$ cat src/rtl/intl_ext_pkg.sv
// Shared types and constants for the external interlock output driver.
// The heartbeat watchdog is optional and is built only when INTL_EXT_HEARTBEAT_EN is defined.
package intl_ext_pkg;

    localparam int N_CH_DEF    = 4;
    localparam int HOLD_W_DEF  = 20;
    localparam int STATE_W     = 32;
    localparam int TRIP_CNT_W  = 16;
    localparam int POP_W       = 6;

    typedef enum logic [1:0] {
        CH_OK      = 2'd0,
        CH_HOLD    = 2'd1,
        CH_LATCHED = 2'd2
    } ch_state_e;

    function automatic logic [POP_W-1:0] popCount(input logic [STATE_W-1:0] vec);
        logic [POP_W-1:0] sum;
        sum = '0;
        for (int i = 0; i < STATE_W; i++) begin
            sum = sum + POP_W'(vec[i]);
        end
        return sum;
    endfunction

endpackage

$ cat src/rtl/intl_ext_out_ch.sv
// One external interlock channel: OK/HOLD/LATCHED state machine, minimum-hold
// counter, first-cause capture and refused-clear pulse.
module intl_ext_out_ch
    import intl_ext_pkg::*;
#(
    parameter int HOLD_W = HOLD_W_DEF
) (
    input  logic                i_clk,
    input  logic                i_rst,
    input  logic [STATE_W-1:0]  i_intl_state,
    input  logic [STATE_W-1:0]  i_mask,
    input  logic                i_sw_trip,
    input  logic                i_intl_clr,
    input  logic [HOLD_W-1:0]   i_hold_cycles,
    output logic                o_nintl,
    output logic [1:0]          o_state,
    output logic [STATE_W-1:0]  o_first_cause,
    output logic                o_clr_rej,
    output logic                o_new_trip
);

    ch_state_e            r_state;
    ch_state_e            w_stateNext;
    logic [HOLD_W-1:0]    r_holdCnt;
    logic [HOLD_W-1:0]    r_holdLast;
    logic [STATE_W-1:0]   r_cause;
    logic                 r_clrRej;
    logic                 r_nintl;
    logic                 w_trip;
    logic                 w_load;
    logic                 w_clrRej;

    assign w_trip = (|(i_intl_state & i_mask)) | i_sw_trip;

    always_ff @(posedge i_clk) begin
        if (i_rst) begin
            r_state <= CH_LATCHED;
        end else begin
            r_state <= w_stateNext;
        end
    end

    always_comb begin
        w_stateNext = r_state;
        w_load      = 1'b0;
        w_clrRej    = 1'b0;
        o_new_trip  = 1'b0;
        case (r_state)
            CH_OK: begin
                if (w_trip) begin
                    w_stateNext = CH_HOLD;
                    w_load      = 1'b1;
                    o_new_trip  = 1'b1;
                end
            end
            CH_HOLD: begin
                if (r_holdCnt == r_holdLast) begin
                    w_stateNext = CH_LATCHED;
                end
            end
            CH_LATCHED: begin
                if (i_intl_clr) begin
                    if (w_trip) begin
                        w_clrRej = 1'b1;
                    end else begin
                        w_stateNext = CH_OK;
                    end
                end
            end
            default: w_stateNext = CH_LATCHED;
        endcase
    end

    // The hold target is stored as "last count value" so a zero request still gives one HOLD cycle.
    always_ff @(posedge i_clk) begin
        if (i_rst) begin
            r_holdCnt  <= '0;
            r_holdLast <= '0;
            r_cause    <= '0;
            r_clrRej   <= 1'b0;
            r_nintl    <= 1'b0;
        end else begin
            r_clrRej <= w_clrRej;
            r_nintl  <= (w_stateNext == CH_OK);
            if (w_load) begin
                r_holdCnt  <= '0;
                r_holdLast <= (i_hold_cycles == '0) ? '0 : i_hold_cycles - HOLD_W'(1);
                r_cause    <= i_intl_state & i_mask;
            end else if (r_state == CH_HOLD) begin
                r_holdCnt <= r_holdCnt + HOLD_W'(1);
            end
        end
    end

    assign o_nintl       = r_nintl;
    assign o_state       = r_state;
    assign o_first_cause = r_cause;
    assign o_clr_rej     = r_clrRej;

endmodule

$ cat src/rtl/intl_ext_out.sv
// External interlock output driver: N_CH fail-safe lines driven from the INTL state vector.
// Optional heartbeat watchdog enabled by defining INTL_EXT_HEARTBEAT_EN.
module intl_ext_out
    import intl_ext_pkg::*;
#(
    parameter int N_CH      = N_CH_DEF,
    parameter int HOLD_W    = HOLD_W_DEF,
    parameter int HB_PERIOD = 100000
) (
    input  logic                      i_clk,
    input  logic                      i_rst,
    input  logic [STATE_W-1:0]        i_intl_state,
    input  logic [N_CH*STATE_W-1:0]   i_src_mask,
    input  logic [N_CH-1:0]           i_sw_trip,
    input  logic                      i_intl_clr,
    input  logic [HOLD_W-1:0]         i_hold_cycles,
    output logic [N_CH-1:0]           o_nintl_ext,
    output logic [2*N_CH-1:0]         o_ch_state,
    output logic [N_CH*STATE_W-1:0]   o_first_cause,
    output logic [TRIP_CNT_W-1:0]     o_trip_cnt,
    output logic [N_CH-1:0]           o_clr_rej,
    output logic                      o_heartbeat
);

    logic [N_CH-1:0]        w_newTrips;
    logic [POP_W-1:0]       w_newTripCount;
    logic [TRIP_CNT_W:0]    w_tripSum;
    logic [TRIP_CNT_W-1:0]  r_tripCnt;

    for (genvar k = 0; k < N_CH; k++) begin : g_ch
        intl_ext_out_ch #(
            .HOLD_W (HOLD_W)
        ) u_ch (
            .i_clk         (i_clk),
            .i_rst         (i_rst),
            .i_intl_state  (i_intl_state),
            .i_mask        (i_src_mask[STATE_W*k +: STATE_W]),
            .i_sw_trip     (i_sw_trip[k]),
            .i_intl_clr    (i_intl_clr),
            .i_hold_cycles (i_hold_cycles),
            .o_nintl       (o_nintl_ext[k]),
            .o_state       (o_ch_state[2*k +: 2]),
            .o_first_cause (o_first_cause[STATE_W*k +: STATE_W]),
            .o_clr_rej     (o_clr_rej[k]),
            .o_new_trip    (w_newTrips[k])
        );
    end

    // Several channels may trip together; each one counts, and the total saturates.
    assign w_newTripCount = popCount(STATE_W'(w_newTrips));
    assign w_tripSum      = {1'b0, r_tripCnt} + (TRIP_CNT_W+1)'(w_newTripCount);

    always_ff @(posedge i_clk) begin
        if (i_rst) begin
            r_tripCnt <= '0;
        end else begin
            r_tripCnt <= w_tripSum[TRIP_CNT_W] ? {TRIP_CNT_W{1'b1}} : w_tripSum[TRIP_CNT_W-1:0];
        end
    end

    assign o_trip_cnt = r_tripCnt;

`ifdef INTL_EXT_HEARTBEAT_EN
    logic [31:0] r_hbCnt;
    logic        r_hb;
    logic        w_allOk;

    assign w_allOk = &o_nintl_ext;

    // Heartbeat only runs while every line is healthy, so a stuck-low pin also stops the toggle.
    always_ff @(posedge i_clk) begin
        if (i_rst || !w_allOk) begin
            r_hbCnt <= '0;
            r_hb    <= 1'b0;
        end else if (r_hbCnt == 32'(HB_PERIOD - 1)) begin
            r_hbCnt <= '0;
            r_hb    <= ~r_hb;
        end else begin
            r_hbCnt <= r_hbCnt + 32'd1;
        end
    end

    assign o_heartbeat = r_hb;
`else
    assign o_heartbeat = 1'b0;
`endif

endmodule

$ cat config.mk
export PLATFORM = sky130hd
export DESIGN_NAME = intl_ext_out
export DESIGN_NICKNAME = d
export VERILOG_FILES = /design/src/rtl/intl_ext_pkg.sv /design/src/rtl/intl_ext_out_ch.sv /design/src/rtl/intl_ext_out.sv
export SDC_FILE = /design/constraint.sdc
export NUM_CORES = 1
export LEC_CHECK = 0
export ABC_CLOCK_PERIOD_IN_PS = 3300
export BUFFER_PORTS_ARGS = -buffer_cell sky130_fd_sc_hd__buf_4
export CELL_PAD_IN_SITES_DETAIL_PLACEMENT = 0
export CELL_PAD_IN_SITES_GLOBAL_PLACEMENT = 1
export CORE_AREA = 2 2 271 166
export CTS_CLUSTER_DIAMETER = 150
export CTS_CLUSTER_SIZE = 14
export DETAILED_ROUTE_END_ITERATION = 8
export DIE_AREA = 0 0 273 168
export PLACE_DENSITY = 0.84
export SLEW_MARGIN = 40
export SYNTH_ARGS = -nofsm -noshare
export SYNTH_HDL_FRONTEND = slang
export SYNTH_SLANG_ARGS = --single-unit
export TNS_END_PERCENT = 1
$ cat constraint.sdc
create_clock -name i_clk -period 3.3 [get_ports i_clk]
set_input_delay 0.165 -clock i_clk [delete_from_list [all_inputs] [get_ports i_clk]]
set_output_delay 0.165 -clock i_clk [all_outputs]
set_load 0.02 [all_outputs]
==> impl_metrics.json <==
{
  "place_area_um2": 19500,
  "ys_ff_latch": 320,
  "critPathTopFamily": "adder cells",
  "core_area_um2": 43800,
  "place.gp.congestion": 0.981,
  "numCtsBuffers": 26,
  "synthCells": 1704,
  "path_cells": "dlygate4sd3_1 > a221oi_2 > and4_1 > buf_6 > a311oi_4 > fa_1 > inv_2 > fa_2 > inv_2 > fa_2 > buf_4 > nand4_1 > or3_4 > a21oi_2",
  "area_delta_synth_final_pct": 36.2,
  "synth.avg_cell_area_um2": 9.33,
  "path_buf_inv": 5,
  "relSlewSlack_pct": 37.2,
  "r2r-end": "o_trip_cnt[13]$_SDFF_PP0_",
  "p_per_area_nw_per_um2": 352,
  "rr_worst_depth": 10,
  "required_ns": 3.78,
  "ctsRootBufferMaster": "clkbuf_16",
  "final_cell_mix": "buf_4, dfxtp_1, nand2b_1",
  "cts.sinks": 320,
  "clk_latency_ns": 0.57,
  "port_buffers": 346,
  "yosysUniqueCellTypes": 53,
  "die_area_um2": 45900,
  "cts_buffer_depth": 3,
  "critical_path.max_stage_delay_ns": 0.60,
  "wl_per_cell_um": 22.8,
  "hold_class": "in2reg",
  "die_w_um": 273,
  "status": "finished clean",
  "p_leak_nw": 8.51,
  "synthArstFlopShare_pct": 0,
  "h-tree-depth": 1,
  "pre_cts_slack_ns": -0.274,
  "final_area_um2": 21600,
  "setup_viol": 0,
  "critPathLaunch": "i_src_mask[71]",
  "fin_skew_ns": 0.0259,
  "routed_wl_um": 63100,
  "max_cap_viol_count": 0,
  "grt_pass1_wl_um": 91700,
  "min_period_ns": 3.21,
  "drc": 0,
  "hold_viol_final": 0,
  "fin_nets": 2366,
  "critical_path_arrival_ns": 3.69,
  "avgViaCountPerCell": 5.29,
  "cp_slowest_cell": "dlygate4sd3_1",
  "gr-total-overflow": 0,
  "synth_edf_count": 0,
  "fin_util_pct": 49.4,
  "critical_path_class": "in2reg",
  "slew_viol_final": 0,
  "synthesis.nets": 1900,
  "dp_hpwl_um": 47900,
  "hold_path_end": "g_ch[3].u_ch.o_first_cause[25]$_SDFFE_PP0P_",
  "num_io_pins": 348,
  "hp-start": "i_src_mask[121]",
  "whs_ns": 0.0187,
  "drtIter0Drc": 1163,
  "reg2reg_setup_slack_ns": 0.53,
  "tightest_slew_ns": 0.942,
  "synth_seq_area_share_pct": 40.3,
  "die_y_um": 168,
  "final_common_cell": "buf_4",
  "crit_fanout": 7,
  "rr_startpoint": "g_ch[0].u_ch.o_state[1]$_SDFF_PP1_",
  "ys_warn_count": 0,
  "clk_pin_slew_ns": 0.07,
  "first_pass_iters": 5,
  "endpoint_kind": "flip-flop",
  "ant_nets": 0,
  "max_freq_ghz": 0.312,
  "fin_crit_sh_pct": 97.2,
  "core.rowCount": 60,
  "grt_usage_pct": 26.6,
  "fillers": 4141,
  "grt_pass1_vias": 14200,
  "fin_ws_ns": 0.0925,
  "hold_depth": 4,
  "num_vias": 14600,
  "drive_gt1_share_pct": 23.5,
  "syn_area_um2": 15900,
  "start_util_pct": 36.2,
  "grt_antenna_before_repair": 5,
  "synth_ff_type": "dfxtp_1",
  "grt_max_degree": 220,
  "critPathLaunchType": "input port",
  "ir_worst_vdd_mv": 0.314,
  "cts_tree": "done"
}
-- report_power, final --
group	internal (mW)	switching, mW
logic	0.431	0.442
registers	3.86	0.000725
clock network	1.42	1.47
total	5.71	1.91
-- worst min-delay path: stages --
cell and delay (ns):
buf_4 0.07, nand2_1 0.08, nor2_1 0.08, mux2_2 0.14
-- synth_stat cells (all sizes together) (4+ instances only) --
library cell    n  area share, %
a211oi         10           0.47
a21oi          29           0.91
a221oi         14           0.77
a22o           14           0.77
a22oi          19           0.90
a311oi          7           0.39
and2            4           0.16
and3            6           0.24
and4           13           0.72
and4b           5           0.31
buf            34            1.2
clkbuf         84            2.0
dfxtp         320             40
ha              6           0.47
inv            32           0.76
mux2           21            1.5
mux2i         188             12
nand2          78            1.8
nand2b        194            7.6
nand3          38            1.2
nand3b        103            4.9
nand4          22           0.87
nand4b          4           0.22
nor2           55            1.3
nor2b          27            1.1
nor3          108            3.4
nor3b           9           0.43
nor4           30            1.2
o21ai          17           0.54
o31a            4           0.22
or3             7           0.28
or4             9           0.45
xnor2          77            4.2
xor2           93            5.1
-- per-stage QoR --
step                setup TNS [ns]  std cells  total power [mW]
floorplan                   -0.591       1704              4.22
global placement             -2.19       2609              4.67
detailed placement           -2.70       2609              4.67
CTS                              0       2768              7.67
global route              -0.00472       2764              7.88
finish                           0       2764              7.63
-- cell type report --
class / count / area, µm² / share of cell area (%)
multi-input cells: 1235 / 9070 / 41.9
flip-flops and latches: 320 / 6410 / 29.6
repair buffers: 555 / 4620 / 21.3
well taps: 589 / 737 / 3.40
clock buffers: 27 / 664 / 3.07
inverters: 32 / 120 / 0.555
clock inverters: 1 / 16.3 / 0.0751
diodes: 5 / 12.5 / 0.0578
-- kinds of logic after synthesis --
logic type | synth area share (%)
AND/OR/NAND/NOR | 26.4
flip-flops | 40.3
multiplexers | 13.3
XOR/XNOR | 9.37
buffers and inverters | 3.93
AO/OA/AOI/OAI | 5.79
adder cells (fa/ha/maj) | 0.850
other | 0.0236
-- state kept, by name (all words and copies together), names as in the netlist --
name and count:
g_ch.u_ch.r_holdLast 80, g_ch.u_ch.o_clr_rej 4, g_ch.u_ch.o_state 8, o_trip_cnt 16
g_ch.u_ch.o_first_cause 128, g_ch.u_ch.o_nintl 4, g_ch.u_ch.r_holdCnt 80
-- timing repair --
| action | 4_1_cts | 5_1_grt |
|---|---|---|
| endpoints found under the hold margin | 122 | 0 |
| buffers inserted | 0 | 5 |
| gates resized for setup | 0 | 45 |
| setup endpoints to repair | 0 | 16 |
| hold buffers | 131 | 0 |
-- how the worst max path moves through the flow --
stage | endpoint | slack, ns | depth (start not counted)
2_1_floorplan | o_trip_cnt[10]$_SDFF_PP0_ | -0.06 | 16
3_3_place_gp | o_trip_cnt[14]$_SDFF_PP0_ | -0.27 | 17
3_5_place_dp | o_trip_cnt[14]$_SDFF_PP0_ | -0.27 | 17
4_1_cts | o_trip_cnt[14]$_SDFF_PP0_ | 0.006 | 18
5_1_grt | o_trip_cnt[13]$_SDFF_PP0_ | -0.005 | 16
6_report | o_trip_cnt[13]$_SDFF_PP0_ | 0.09 | 14
-- layer usage --
metal	wire, µm	GRT usage, %	share of wire (%)
met3	4670	6.63	7.4
met1	29700	37.9	47
met5	0	0	0
met2	26700	39.1	42
met4	1940	8.32	3.1
(Power assumes the default switching activity.)
